### src/rtl/card_draw_arbiter.sv
`default_nettype none
// ============================================================================
// Module      : card_draw_arbiter
// Description : Shares one free-running random source between the player and
//               dealer draw paths. Requests are arbitrated round-robin, the
//               random value is reduced to a card index 0..DECK_SIZE-1 and,
//               when CARD_DEDUP_EN is defined, already-dealt cards are skipped
//               by linear probing so a shoe deals every card exactly once.
//
// Build macro : CARD_DEDUP_EN
//               defined   - used-mask, PROBE state, cards_left countdown and
//                           empty-shoe path (card 63) are present
//               undefined - reduced index is dealt directly (duplicates
//                           allowed), cards_left fixed at DECK_SIZE, CLEAR is
//                           a one-cycle no-op
//
// Ports       : Clock       - system clock
//               reset_n     - synchronous active-low reset
//               rand_in     - free-running random value (sampled in SAMPLE)
//               p_req/d_req - player/dealer draw requests (level)
//               new_deck    - one-cycle pulse, returns all cards to the shoe
//               p_grant/d_grant - one-cycle grant pulses, card valid with them
//               card        - dealt index, 63 when the shoe is empty
//               card_value  - blackjack value of card (0 for 63)
//               cards_left  - cards remaining in the shoe
//               deck_empty  - cards_left == 0
//               busy        - FSM is outside IDLE
//
// Revision    : 1.0 - initial release
// ============================================================================
module card_draw_arbiter #(
    parameter int DECK_SIZE = 52,
    parameter int CARD_W    = 6
) (
    input  logic              Clock,
    input  logic              reset_n,
    input  logic [CARD_W-1:0] rand_in,
    input  logic              p_req,
    input  logic              d_req,
    input  logic              new_deck,
    output logic              p_grant,
    output logic              d_grant,
    output logic [CARD_W-1:0] card,
    output logic [4:0]        card_value,
    output logic [5:0]        cards_left,
    output logic              deck_empty,
    output logic              busy
);

    typedef enum logic [2:0] {
        IDLE   = 3'd0,
        CLEAR  = 3'd1,
        SAMPLE = 3'd2,
        PROBE  = 3'd3,
        GRANT  = 3'd4
    } state_t;

    localparam logic [CARD_W-1:0] c_deck  = CARD_W'(DECK_SIZE);
    localparam logic [CARD_W-1:0] c_empty = CARD_W'(63);
    localparam logic [5:0]        c_full  = 6'(DECK_SIZE);

    state_t            r_state;
    state_t            w_next;
    logic              r_nd_pending;    // new_deck seen while a draw was in flight
    logic              r_draw_pending;  // a draw was arbitrated together with a clear
    logic              r_last_dealer;   // 1: dealer was served last
    logic              r_win_dealer;    // winner of the current draw
    logic [CARD_W-1:0] r_result;        // card to present at the grant
    logic [CARD_W-1:0] w_reduced;
    logic              w_p_elig;
    logic              w_d_elig;
    logic              w_any_req;
    logic              w_pick_dealer;
    logic              w_nd;

    function automatic logic [4:0] f_value(input logic [CARD_W-1:0] c);
        logic [CARD_W-1:0] rank;
        rank = c % CARD_W'(13);
        if (c == c_empty)
            return 5'd0;
        else if (rank >= CARD_W'(9))
            return 5'd10;
        else
            return 5'(rank) + 5'd1;
    endfunction

    // A requester still holds its request during its own grant cycle (it drops
    // it one cycle later), so that request must not start a second draw.
    assign w_p_elig  = p_req & ~p_grant;
    assign w_d_elig  = d_req & ~d_grant;
    assign w_any_req = w_p_elig | w_d_elig;

    // Dealer wins when it asks alone, or on a tie when the player went last.
    assign w_pick_dealer = w_d_elig & (~w_p_elig | ~r_last_dealer);

    assign w_nd      = new_deck | r_nd_pending;

    // rand_in < 2*DECK_SIZE, so one conditional subtraction reaches 0..DECK_SIZE-1.
    assign w_reduced = (rand_in < c_deck) ? rand_in : rand_in - c_deck;

    assign busy       = (r_state != IDLE);
    assign deck_empty = (cards_left == 6'd0);

`ifdef CARD_DEDUP_EN
    logic [DECK_SIZE-1:0] r_used;
    logic [CARD_W-1:0]    r_idx;
    logic [CARD_W-1:0]    w_idx_next;
    logic                 w_hit;

    assign w_hit      = r_used[r_idx];
    assign w_idx_next = (r_idx == c_deck - CARD_W'(1)) ? '0 : r_idx + CARD_W'(1);
`else
    assign cards_left = c_full;
`endif

    // ------------------------------------------------------------------
    // State register
    // ------------------------------------------------------------------
    always_ff @(posedge Clock) begin
        if (!reset_n)
            r_state <= IDLE;
        else
            r_state <= w_next;
    end

    // ------------------------------------------------------------------
    // Next-state logic
    // ------------------------------------------------------------------
    always_comb begin
        w_next = r_state;
        case (r_state)
            IDLE: begin
                if (w_nd)
                    w_next = CLEAR;
                else if (w_any_req)
                    w_next = SAMPLE;
            end
            // A draw arbitrated alongside the clear continues straight into
            // SAMPLE, so the clear costs a single cycle.
            CLEAR:  w_next = r_draw_pending ? SAMPLE : IDLE;
`ifdef CARD_DEDUP_EN
            SAMPLE: w_next = (cards_left == 6'd0) ? GRANT : PROBE;
            PROBE:  w_next = w_hit ? PROBE : GRANT;
`else
            SAMPLE: w_next = GRANT;
            PROBE:  w_next = GRANT;
`endif
            GRANT:  w_next = IDLE;
            default: w_next = IDLE;
        endcase
    end

    // ------------------------------------------------------------------
    // Datapath
    // ------------------------------------------------------------------
    always_ff @(posedge Clock) begin
        if (!reset_n) begin
            p_grant        <= 1'b0;
            d_grant        <= 1'b0;
            card           <= '0;
            card_value     <= '0;
            r_nd_pending   <= 1'b0;
            r_draw_pending <= 1'b0;
            r_last_dealer  <= 1'b1;
            r_win_dealer   <= 1'b0;
            r_result       <= '0;
`ifdef CARD_DEDUP_EN
            r_used         <= '0;
            r_idx          <= '0;
            cards_left     <= c_full;
`endif
        end else begin
            p_grant <= 1'b0;
            d_grant <= 1'b0;

            // Clears requested mid-draw wait until the draw has completed.
            if (new_deck && (r_state != IDLE))
                r_nd_pending <= 1'b1;

            case (r_state)
                IDLE: begin
                    if (w_any_req)
                        r_win_dealer <= w_pick_dealer;
                    if (w_nd)
                        r_draw_pending <= w_any_req;
                end
                CLEAR: begin
                    // A new_deck pulse landing here is satisfied by this clear.
                    r_nd_pending   <= 1'b0;
                    r_draw_pending <= 1'b0;
`ifdef CARD_DEDUP_EN
                    r_used         <= '0;
                    cards_left     <= c_full;
`endif
                end
                SAMPLE: begin
`ifdef CARD_DEDUP_EN
                    r_idx <= w_reduced;
                    if (cards_left == 6'd0)
                        r_result <= c_empty;
`else
                    r_result <= w_reduced;
`endif
                end
`ifdef CARD_DEDUP_EN
                PROBE: begin
                    if (w_hit) begin
                        r_idx <= w_idx_next;
                    end else begin
                        r_used[r_idx] <= 1'b1;
                        cards_left    <= cards_left - 6'd1;
                        r_result      <= r_idx;
                    end
                end
`endif
                GRANT: begin
                    p_grant       <= ~r_win_dealer;
                    d_grant       <= r_win_dealer;
                    r_last_dealer <= r_win_dealer;
                    card          <= r_result;
                    card_value    <= f_value(r_result);
                end
                default: ;
            endcase
        end
    end

endmodule
`default_nettype wire
### config.mk
export PLATFORM = sky130hd
export DESIGN_NAME = card_draw_arbiter
export DESIGN_NICKNAME = d
export VERILOG_FILES = /design/src/rtl/card_draw_arbiter.sv
export SDC_FILE = /design/constraint.sdc
export NUM_CORES = 1
export LEC_CHECK = 0
export CORE_MARGIN = 4
export CORE_UTILIZATION = 67
export CTS_CLUSTER_DIAMETER = 50
export DETAILED_ROUTE_END_ITERATION = 16
export DONT_BUFFER_PORTS = 1
export PLACE_DENSITY_LB_ADDON = 0.15
export SYNTH_ARGS = -nofsm -noshare
export SYNTH_HDL_FRONTEND = slang
export SYNTH_SLANG_ARGS = --single-unit
### constraint.sdc
create_clock -name Clock -period 6.39 [get_ports Clock]
set_clock_uncertainty 0.05 [all_clocks]
set_input_delay 0.9585 -clock Clock [delete_from_list [all_inputs] [get_ports Clock]]
set_output_delay 0.9585 -clock Clock [all_outputs]
set_load 0.1 [all_outputs]
---- Word level (Yosys, flattened, before mapping) ----
Cells that the tools add are included.
Widths: inputs -> output; s select.
cells by class
  order comparisons ....................... 2
  $add $sub $neg .......................... 2
  reductions and logical operators ........ 9
  div/mod/pow operators ................... 1
  mux-type cells .......................... 9
  equal/unequal tests ..................... 7
  bitwise logic cells ..................... 12
operators with widths
  operator             count
  $mux 5               2
  $pmux 3 s3           1
  $eq 3x2->1 const B   2
  $eq 6x6->1 const B   1
  $ge 6x4->1 const B   1
  $lt 6x6->1 const B   1
  $mod 6x4->6 const B  1
  $mux 3               2
  $mux 6               1
  $not 1->1            6
  $reduce_and 2->1     3
  $sub 6x6->6 const B  1
  $add 5x1->5 const B  1
  $reduce_or 2->1      2
  $and 1x1->1          3
  $eq 3x1->1 const B   1
  $eq 3x3->1 const B   1
  $logic_not 3->1      1
  $ne 3x3->1 const B   1
  $or 1x1->1           3
  $reduce_bool 3->1    1
  $mux 2               1
  $ne 2x2->1 const B   1
  $pmux 1 s2           1
  other kinds (3)      3
word-level totals
  register bits ........................... 26
  word-level logic and storage cells ...... 52
  input bits .............................. 11
  output and inout port bits .............. 21

---- Depth between registers and ports, before layout ----
Gate-level depths: netlist of run 1.
  depth after elaboration ................. 6
  mapped depth ............................ 16
  depth with buffers taken out ............ 15

---- Least setup slack after synthesis of run 1 ----
Ideal clock, no wire load.
  path type ............................... register to register
  start point ............................. register r_result[4]
  end point ............................... register card_value[2]
  slack ................................... 3.313 ns
  data arrival time ....................... 2.909 ns
  buffers on the path ..................... 1
  setup time .............................. 0.119 ns
  required time ........................... 6.221 ns
  cell stages (with the launch flop) ...... 17
  period minus slack after synthesis ...... 3.077 ns
  cell sequence ........................... dfxtp_1 buf_2 nand3_1 nor2_1 a21oi_1 ha_1 and4bb_4 a21o_1 o21a_1 a22o_1 nand2_1 xnor2_1 inv_1 ha_1 xnor2_1 xnor2_1 a32o_1
between the ends
  word-level cells in the longest chain between the ends .. 4
  elaborated cells between the ends (all ways) .. 6
  those cells by class .................... add/sub (1); div (1); order compare (1); eq/ne (1); mux (2)
RTL lines
  element                                    line    source
  start, declared                            68      logic [CARD_W-1:0] r_result;
  start signal, assigned                     202     r_result <= w_reduced;
  $mod 6x4->6                                78      rank = c % CARD_W'(13);
  $add 5x1->5 or $ge 6x4->1 (tied branches)  84, 81
  $mux 5                                     81      else if (rank >= CARD_W'(9))
  $mux 5 (*)                                 79      if (c == c_empty)
  end signal, assigned                       221     card_value <= f_value(r_result);
  end, declared                              44      output logic [4:0] card_value,
Mark *: on every way between the ends. The rest lies on a longest branch, timed or not.
A chain may end at the register's enable or synchronous reset.

---- Final worst setup path of run 1 ----
  start point ............................. register r_result[5]
  end point ............................... register card_value[2]
The elaborated chain is that of the path after synthesis.

==> results of run 1 <==
## worst max-delay path: cells and delay by family, from the launching register on
family,cells,cell delay (ps)
xor+xnor,3,480
fa+ha+maj,2,460
simple gates,4,910
flops,1,640
buf+inv,1,70
compound gates,5,930
## cell families (layout without fill, tap and decap cells)
logic type / count (synthesis) / count (layout) / share of synthesized area
compound gates: 57 / 57 / 0.269
other cells: 2 / 7 / 0.00462
fa+ha+maj: 4 / 4 / 0.0308
simple gates: 76 / 76 / 0.260
buf+inv: 23 / 10 / 0.0770
xor+xnor: 6 / 6 / 0.0324
flops: 26 / 26 / 0.320
mux: 1 / 1 / 0.00616
## stage by stage
step	total power, mW	cells	setup WS [ps]	util	cell area (um^2)
after floorplan	0.275	200	3310	-	1640
after global placement	0.278	211	3020	0.700	1580
after detailed placement	0.281	211	2840	0.700	1580
after CTS	0.391	215	2810	0.724	1630
after global routing	0.409	215	2510	0.724	1630
final	0.391	215	2760	0.724	1630
## power by group
| group | switching (mW) | internal [mW] |
|---|---|---|
| combinational | 0.0621 | 0.0273 |
| sequential | 0.0198 | 0.170 |
| clock | 0.0482 | 0.0635 |
| total | 0.130 | 0.260 |
## sequential cells by signal, summed over array words and instances, names as in the netlist
register,cells
card,6
r_draw_pending,1
r_last_dealer,1
d_grant,1
p_grant,1
r_result,6
r_state,3
card_value,5
r_win_dealer,1
r_nd_pending,1
## metal layers
metal / vias up / global-route usage
met5: - / 0
met4: 0 / 0.109
met3: 9 / 0.0475
met2: 46 / 0.352
met1: 629 / 0.270
li1: 666 / -
## cell type report
cell class | instances | area [um^2]
multi-input combinational | 151 | 997
fill | 178 | 623
sequential | 26 | 520
tap | 28 | 35.0
clock inverter | 1 | 30.0
clock buffer | 3 | 22.5
inverter | 5 | 18.8
timing repair buffer | 1 | 7.51
## synthesized netlist by cell type (5+ instances only)
cell      count  area, um^2
dfxtp_1      26         521
nor2_1       18        67.6
nand2_1      17        63.8
a21oi_1      12        60.1
buf_4         9        67.6
a22o_1        7        61.3
nand3_1       7        35.0
o21ai_0       7        35.0
and2_1        6        37.5
nor2b_1       6        37.5
clkbuf_1      5        18.8
inv_1         5        18.8
nand2b_1      5        31.3
xnor2_1       5        43.8
## worst max-delay path by stage
stage | startpoint | to | cells after the start
global route | r_result[5] | card_value[2] | 15
CTS | r_result[5] | card_value[2] | 15
floorplan | r_result[4] | card_value[2] | 16
global placement | r_result[4] | card_value[2] | 15
finish | r_result[5] | card_value[2] | 15
detailed placement | r_result[4] | card_value[2] | 15
==> flow_summary_export.csv, run 1 <==
group,metric,value,unit
detailed_routing,drt_iter0_drc,50,
placement,io_buffers,0,
cells_and_area,nets,203,
hold_path,holdCritPathClass,"reg -> reg",
detailed_routing,highest_layer,"met4",
timing,slew_viol_final,0,
clock_tree,postCtsHoldBufs,0,
timing,fin_tns_setup,0,ps
synth,synth-edff-count,0,
worst_setup_path,critPathMaxFanout,17,
worst_setup_path,startpoint_type,"flop",
die,initial_core_util,0.720,
die,core-area,0.00225,mm^2
synth,netlist_instances,195,
grt,antenna_found_initial,0,
clock_tree,ctsResizeCount,0,
power_and_ir_drop,irDropWorstVdd,0.261,mV
cells_and_area,diodes,0,
die,fp.dieW,57.2,um
grt,grt_use_total,0.217,
grt,overflow,0,
synth,yosysSeqAreaShare,0.320,
die,fp.dieH,57.2,um
clock_tree,h-tree-depth,1,
worst_setup_path,cpMostUsedCell,"xnor2_1",
timing,period_minus_slack,3630,ps
clock_tree,cts_root_buffer,"clkbuf_4",
detailed_routing,met3RoutedLength,204,um
timing,period_share,0.568,
outcome,status,"finished, final reports clean",
cells_and_area,mostFrequentLayoutCells,"26 x dfxtp_1, 18 x nor2_1, 17 x nand2_1",
timing,max_freq,276,MHz
synth,synth_area,0.00162,mm^2
worst_setup_path,crit_arrival,3820,ps
synth,ys_ff_latch,26,
die,io_pins,32,
timing,setup_violations,0,
detailed_routing,ant_nets,0,
hold_path,whs_endpoint,"r_last_dealer",
detailed_routing,drt_wl_total,3350,um
timing,hold_violations,0,
die,fp-row-count,17,
detailed_routing,drcViolationCount,0,
hold_path,hold_start,"r_last_dealer",
timing,slew_headroom,0.236,
clock_tree,numCtsBuffers,3,
synth,ys_async_sr_fraction,0,
worst_setup_path,end_kind,"flop",
worst_setup_path,cp.required,6580,ps
placement,dp_hpwl,2530,um
detailed_routing,wl_per_cell,15.6,um
grt,first_global_vias,1287,
worst_setup_path,slowest_stage,"dfxtp_1",
worst_setup_path,rr_startpoint,"r_result[5]",
worst_setup_path,worst-setup-path-type,"reg -> reg",
die,dieArea,0.00328,mm^2
worst_setup_path,r2r_cells,15,
run,maxCapViolCount,0,
clock_tree,path_clk_slew,140,ps
clock_tree,clk_path_buf_depth,2,
synth,yosysWarnings,0,
detailed_routing,via_count,1350,
detailed_routing,via_per_inst,6.28,
worst_setup_path,rrSetupSlack,2760,ps
placement,gp_congestion,0.799,
detailed_routing,met2_length,1630,um
clock_tree,tritoncts,"done",
worst_setup_path,slowest_delay,640,ps
power_and_ir_drop,powerDensity,239,mW/mm^2
grt,grt_start_max_net_pins,18,
worst_setup_path,r2r-end,"card_value[2]",
synth,synthDistinctLibCells,50,
timing,tightest_slew,1140,ps
clock_tree,post_cts_buffers,0,
hold_path,hold_depth,2,
power_and_ir_drop,p_leak,0.646,nW
worst_setup_path,crit_chain,"nand3_1, nor2_1, a21oi_1, ha_1, and4bb_4, a21o_1, o21a_1, a22o_1, nand2_1, xnor2_1, inv_1, ha_1, xnor2_1, xnor2_1, a32o_1",
cells_and_area,final_common_cell,"dfxtp_1",
timing,whs,413,ps
timing,rsz0062_at_grt,"false",
detailed_routing,firstDrtPassIters,4,
detailed_routing,drt-met1-wl,1420,um
clock_tree,clock_latency,330,ps
cells_and_area,drive_above_1_share,0.0642,
cells_and_area,syn2layout_area_growth,0.462,%
grt,grt_pass1_wl,5690,um
synth,synth.avg_cell_area,8.33,um^2
clock_tree,clock_sinks,26,
synth,synth_flop_cell,"dfxtp_1",
(Power assumes the default switching activity.)
==> run 2: changes to the inputs <==
Settings changed: CORE_UTILIZATION 67 to 56.
Clock period 6.39 ns to 3.2 ns, I/O delays scaled along.
==> flow_summary_export.csv, run 2 (synthesis results as in run 1) <==
group,metric,value,unit
die,fp.dieW,61.9,um
detailed_routing,via_count,1385,
timing,setup_violations,0,
power_and_ir_drop,p_seq_frac,0.525,
worst_setup_path,crit_chain,"nand3_2, nor2_1, a21oi_2, ha_2, and4bb_4, a221o_1, a22o_1, nand4_1, nand2_1, xnor2_2, inv_1, ha_1, xnor2_2, xnor2_1, a32o_1",
detailed_routing,wl_per_cell,15.6,um
grt,first_global_vias,1333,
detailed_routing,drcViolationCount,0,
placement,dp_hpwl,2630,um
detailed_routing,firstDrtPassIters,4,
placement,gp_congestion,0.874,
cells_and_area,diodes,0,
worst_setup_path,startpoint_type,"flop",
die,core-area,0.00276,mm^2
power_and_ir_drop,power_frac_comb,0.293,
grt,grt_pass1_wl,5520,um
timing,fin_tns_setup,0,ps
detailed_routing,drt_wl_total,3550,um
power_and_ir_drop,powerDensity,412,mW/mm^2
worst_setup_path,slowest_delay,380,ps
power_and_ir_drop,p_leak,0.686,nW
hold_path,holdCritPathClass,"in -> reg",
grt,antenna_found_initial,0,
worst_setup_path,slowest_stage,"dfxtp_2",
cells_and_area,drive_above_1_share,0.148,
cells_and_area,regArea,523,um^2
clock_tree,path_clk_slew,120,ps
cells_and_area,fillerInstances,266,
timing,slew_viol_final,0,
die,initial_core_util,0.589,
power_and_ir_drop,switchingPower,254,uW
outcome,status,"finished, final reports clean",
worst_setup_path,critPathMaxFanout,5,
clock_tree,clock_latency,300,ps
power_and_ir_drop,clock_power_share,0.182,
worst_setup_path,end_kind,"flop",
die,fp.dieH,61.9,um
timing,whs,219,ps
cells_and_area,final_common_cell,"dfxtp_1",
grt,grt_start_max_net_pins,15,
power_and_ir_drop,switching_share,0.360,
placement,pre_cts_slack,77.5,ps
run,maxCapViolCount,0,
die,fp-row-count,19,
power_and_ir_drop,irDropWorstVdd,0.443,mV
clock_tree,tritoncts,"done",
die,dieArea,0.00383,mm^2
worst_setup_path,cp.required,3360,ps
clock_tree,clk_path_buf_depth,2,
timing,layout_setup_ws,94.9,ps
grt,grt_use_total,0.190,
die,io_pins,32,
timing,hold_violations,0,
worst_setup_path,cpMostUsedCell,"xnor2_2",
detailed_routing,via_per_inst,6.10,
clock_tree,numCtsBuffers,3,
clock_tree,clock_sinks,26,
grt,overflow,0,
detailed_routing,drt_iter0_drc,43,
cells_and_area,nets,213,
cells_and_area,syn2layout_area_growth,5.47,%
cells_and_area,top_regs,"card x6, r_result x6, card_value x5",
clock_tree,cts_root_buffer,"clkbuf_4",
cells_and_area,mostFrequentLayoutCells,"24 x dfxtp_1, 18 x nor2_1, 17 x nand2_1",
timing,max_freq,322,MHz
worst_setup_path,worst-setup-path-type,"reg -> reg",
placement,io_buffers,0,
power_and_ir_drop,p_int,452,uW
cells_and_area,multi_input_area,0.00103,mm^2
clock_tree,h-tree-depth,1,
timing,period_share,0.970,
worst_setup_path,crit_arrival,3270,ps
timing,period_minus_slack,3110,ps
power_and_ir_drop,power,705,uW
detailed_routing,ant_nets,0,
timing,slew_headroom,0.284,
timing,tightest_slew,1070,ps
run 2: cell type report:
type,instances,area share
multi-input cells,151,0.600
repair buffers,11,0.0482
clock buffers,3,0.0131
well taps,31,0.0226
inverters,5,0.0110
flip-flops and latches,26,0.305
run 2: stage by stage:
| step | cells | util | cell area (um^2) |
|---|---|---|---|
| finish | 227 | 0.621 | 1710 |
| global route | 227 | 0.621 | 1710 |
| CTS | 226 | 0.607 | 1670 |
| detailed placement | 223 | 0.598 | 1650 |
| global placement | 223 | 0.598 | 1650 |
| floorplan | 200 | - | 1640 |
run 2: path summary, 6_finish.rpt:
check                     from             to  slack, ps  cells past startpoint
hold reg to reg   r_win_dealer        p_grant        420                      1
setup reg to reg   r_result[4]  card_value[2]         90                     15
setup / recovery   r_result[4]  card_value[2]         90                     15
hold / removal         reset_n     r_state[1]        220                      2
run 2: timing repair:
action                                  in CTS  in global routing
hold buffers                                 0                  0
setup buffers                                0                  1
resized for setup                            0                  8
endpoints found under the setup margin       0                  2
run 2: critical path, delay by kind of cell (launching register included):
family	cells	cell delay, ps
compound gates	4	880
simple gates	5	760
fa+ha+maj	2	440
xor+xnor	3	440
flops	1	380
buf+inv	1	60
run 2: power groups by stage:
stage	registers [mW]	logic (mW)	clock network [mW]
detailed placement	0.375	0.197	0
global route	0.373	0.224	0.149
floorplan	0.370	0.179	0
global placement	0.374	0.192	0
finish	0.370	0.207	0.128
CTS	0.368	0.197	0.134
run 2: metal layers:
metal	GRT usage	vias to the layer above	wire [um]
li1	-	687	-
met1	0.229	667	1540
met2	0.335	29	1860
met3	0.0393	2	139
met4	0.0636	0	16
met5	0	-	0
==> run 3: changes to the inputs <==
Settings changed: MAX_ROUTING_LAYER set to met4.
==> flow_summary_export.csv, run 3 (synthesis results as in run 1) <==
group,metric,value,unit
outcome,status,"finished, final reports clean",
timing,period_share,0.937,
run,maxCapViolCount,0,
worst_setup_path,r2r-end,"card_value[2]",
timing,hold_violations,0,
cells_and_area,nets,213,
worst_setup_path,r2r_cells,15,
cells_and_area,top_regs,"card x6, r_result x6, card_value x5",
cells_and_area,mostFrequentLayoutCells,"24 x dfxtp_1, 18 x nor2_1, 17 x nand2_1",
die,fp-row-count,19,
power_and_ir_drop,p_leak,0.686,nW
placement,gp_congestion,0.873,
grt,antenna_found_initial,0,
die,dieArea,0.00383,mm^2
worst_setup_path,worst-setup-path-type,"reg -> reg",
hold_path,hold_start,"reset_n",
worst_setup_path,end_kind,"flop",
worst_setup_path,rr_startpoint,"r_result[4]",
grt,overflow,0,
placement,dp_cells,223,
worst_setup_path,crit_arrival,3170,ps
power_and_ir_drop,irDropWorstVdd,0.419,mV
worst_setup_path,slowest_stage,"dfxtp_2",
die,core-area,0.00276,mm^2
hold_path,whs_endpoint,"r_state[1]",
detailed_routing,drt_wl_total,3390,um
detailed_routing,ant_nets,0,
worst_setup_path,critPathMaxFanout,5,
timing,slew_headroom,0.230,
clock_tree,numCtsBuffers,3,
die,fp.dieH,61.9,um
worst_setup_path,slowest_delay,400,ps
cells_and_area,finalNonFillerCells,227,
detailed_routing,wl_per_cell,14.9,um
timing,fin_tns_setup,0,ps
die,io_pins,32,
cells_and_area,diodes,0,
grt,grt_use_total,0.196,
timing,max_freq,334,MHz
grt,grt_pass1_wl,5500,um
power_and_ir_drop,powerDensity,410,mW/mm^2
detailed_routing,drt_iter0_drc,103,
worst_setup_path,startpoint_type,"flop",
detailed_routing,via_count,1389,
timing,slew_viol_final,0,
clock_tree,clk_path_buf_depth,2,
detailed_routing,firstDrtPassIters,4,
timing,rsz0062_at_grt,"false",
die,fp.dieW,61.9,um
cells_and_area,final_common_cell,"dfxtp_1",
die,initial_core_util,0.589,
timing,period_minus_slack,3000,ps
clock_tree,h-tree-depth,1,
timing,setup_violations,0,
worst_setup_path,crit_chain,"nand3_2, nor2_1, a21oi_2, ha_2, and4bb_4, a221o_1, a22o_1, nand4_1, nand2_1, xnor2_2, inv_1, ha_1, xnor2_2, xnor2_1, a32o_1",
detailed_routing,via_per_inst,6.12,
clock_tree,cts_root_buffer,"clkbuf_4",
cells_and_area,drive_above_1_share,0.148,
clock_tree,clock_sinks,26,
grt,first_global_vias,1276,
clock_tree,clock_latency,310,ps
placement,io_buffers,0,
clock_tree,tritoncts,"done",
clock_tree,path_clk_slew,130,ps
worst_setup_path,cpMostUsedCell,"xnor2_2",
power_and_ir_drop,power,703,uW
placement,dp_hpwl,2650,um
hold_path,holdCritPathClass,"in -> reg",
clock_tree,postCtsHoldBufs,0,
worst_setup_path,cp.required,3370,ps
placement,dpl_cell_area,0.00165,mm^2
timing,whs,229,ps
hold_path,hold_depth,2,
timing,tightest_slew,1150,ps
grt,grt_start_max_net_pins,15,
detailed_routing,drcViolationCount,0,
cells_and_area,final_area,0.00171,mm^2
cells_and_area,syn2layout_area_growth,5.47,%
worst_setup_path,rrSetupSlack,200,ps
## run 3: layer usage
metal / track usage / vias to the layer above / part of all wire
li1: - / 691 / -
met5: - / - / 0
met4: 0.0364 / 0 / 0.0029
met3: 0.0413 / 2 / 0.041
met2: 0.326 / 28 / 0.53
met1: 0.248 / 668 / 0.43
## run 3: where the power goes
group	switching [mW]	internal (mW)	total, mW
sequential	0.0309	0.339	0.370
clock	0.0851	0.0440	0.129
combinational	0.136	0.0683	0.204
## run 3: critical path, delay by kind of cell, from the launching register on
family                   cells  cell delay [ps]
flip-flops                   1              400
XOR/XNOR                     3              390
buffers and inverters        1               60
AO/OA/AOI/OAI                4              610
AND/OR/NAND/NOR              5             1010
adder cells (fa/ha/maj)      2              400
## run 3: worst max path at each step
stage | start | to | slack, ps
5_1_grt | r_result[4] | card_value[2] | 30
4_1_cts | r_result[4] | card_value[2] | 40
3_3_place_gp | r_result[4] | card_value[2] | 180
2_1_floorplan | r_result[4] | card_value[2] | 120
6_report | r_result[4] | card_value[2] | 200
3_5_place_dp | r_result[4] | card_value[2] | 60
## run 3: repair_timing
item,in CTS,in global routing
endpoints found under the setup margin,0,2
buffers inserted,0,1
resized for setup,0,8
## run 3: metrics by stage
stage	worst slack, ps	utilization
global placement	178	0.598
detailed placement	56.7	0.598
global route	29.3	0.621
CTS	39.4	0.607
floorplan	123	-
finish	202	0.621
## run 3: layout make-up
cell class / instances / area (um^2)
clock buffers: 3 / 22.5
fillers: 240 / 1040
inverters: 5 / 18.8
multi-input cells: 151 / 1030
flip-flops and latches: 26 / 523
well taps: 31 / 38.8
repair buffers: 11 / 82.6
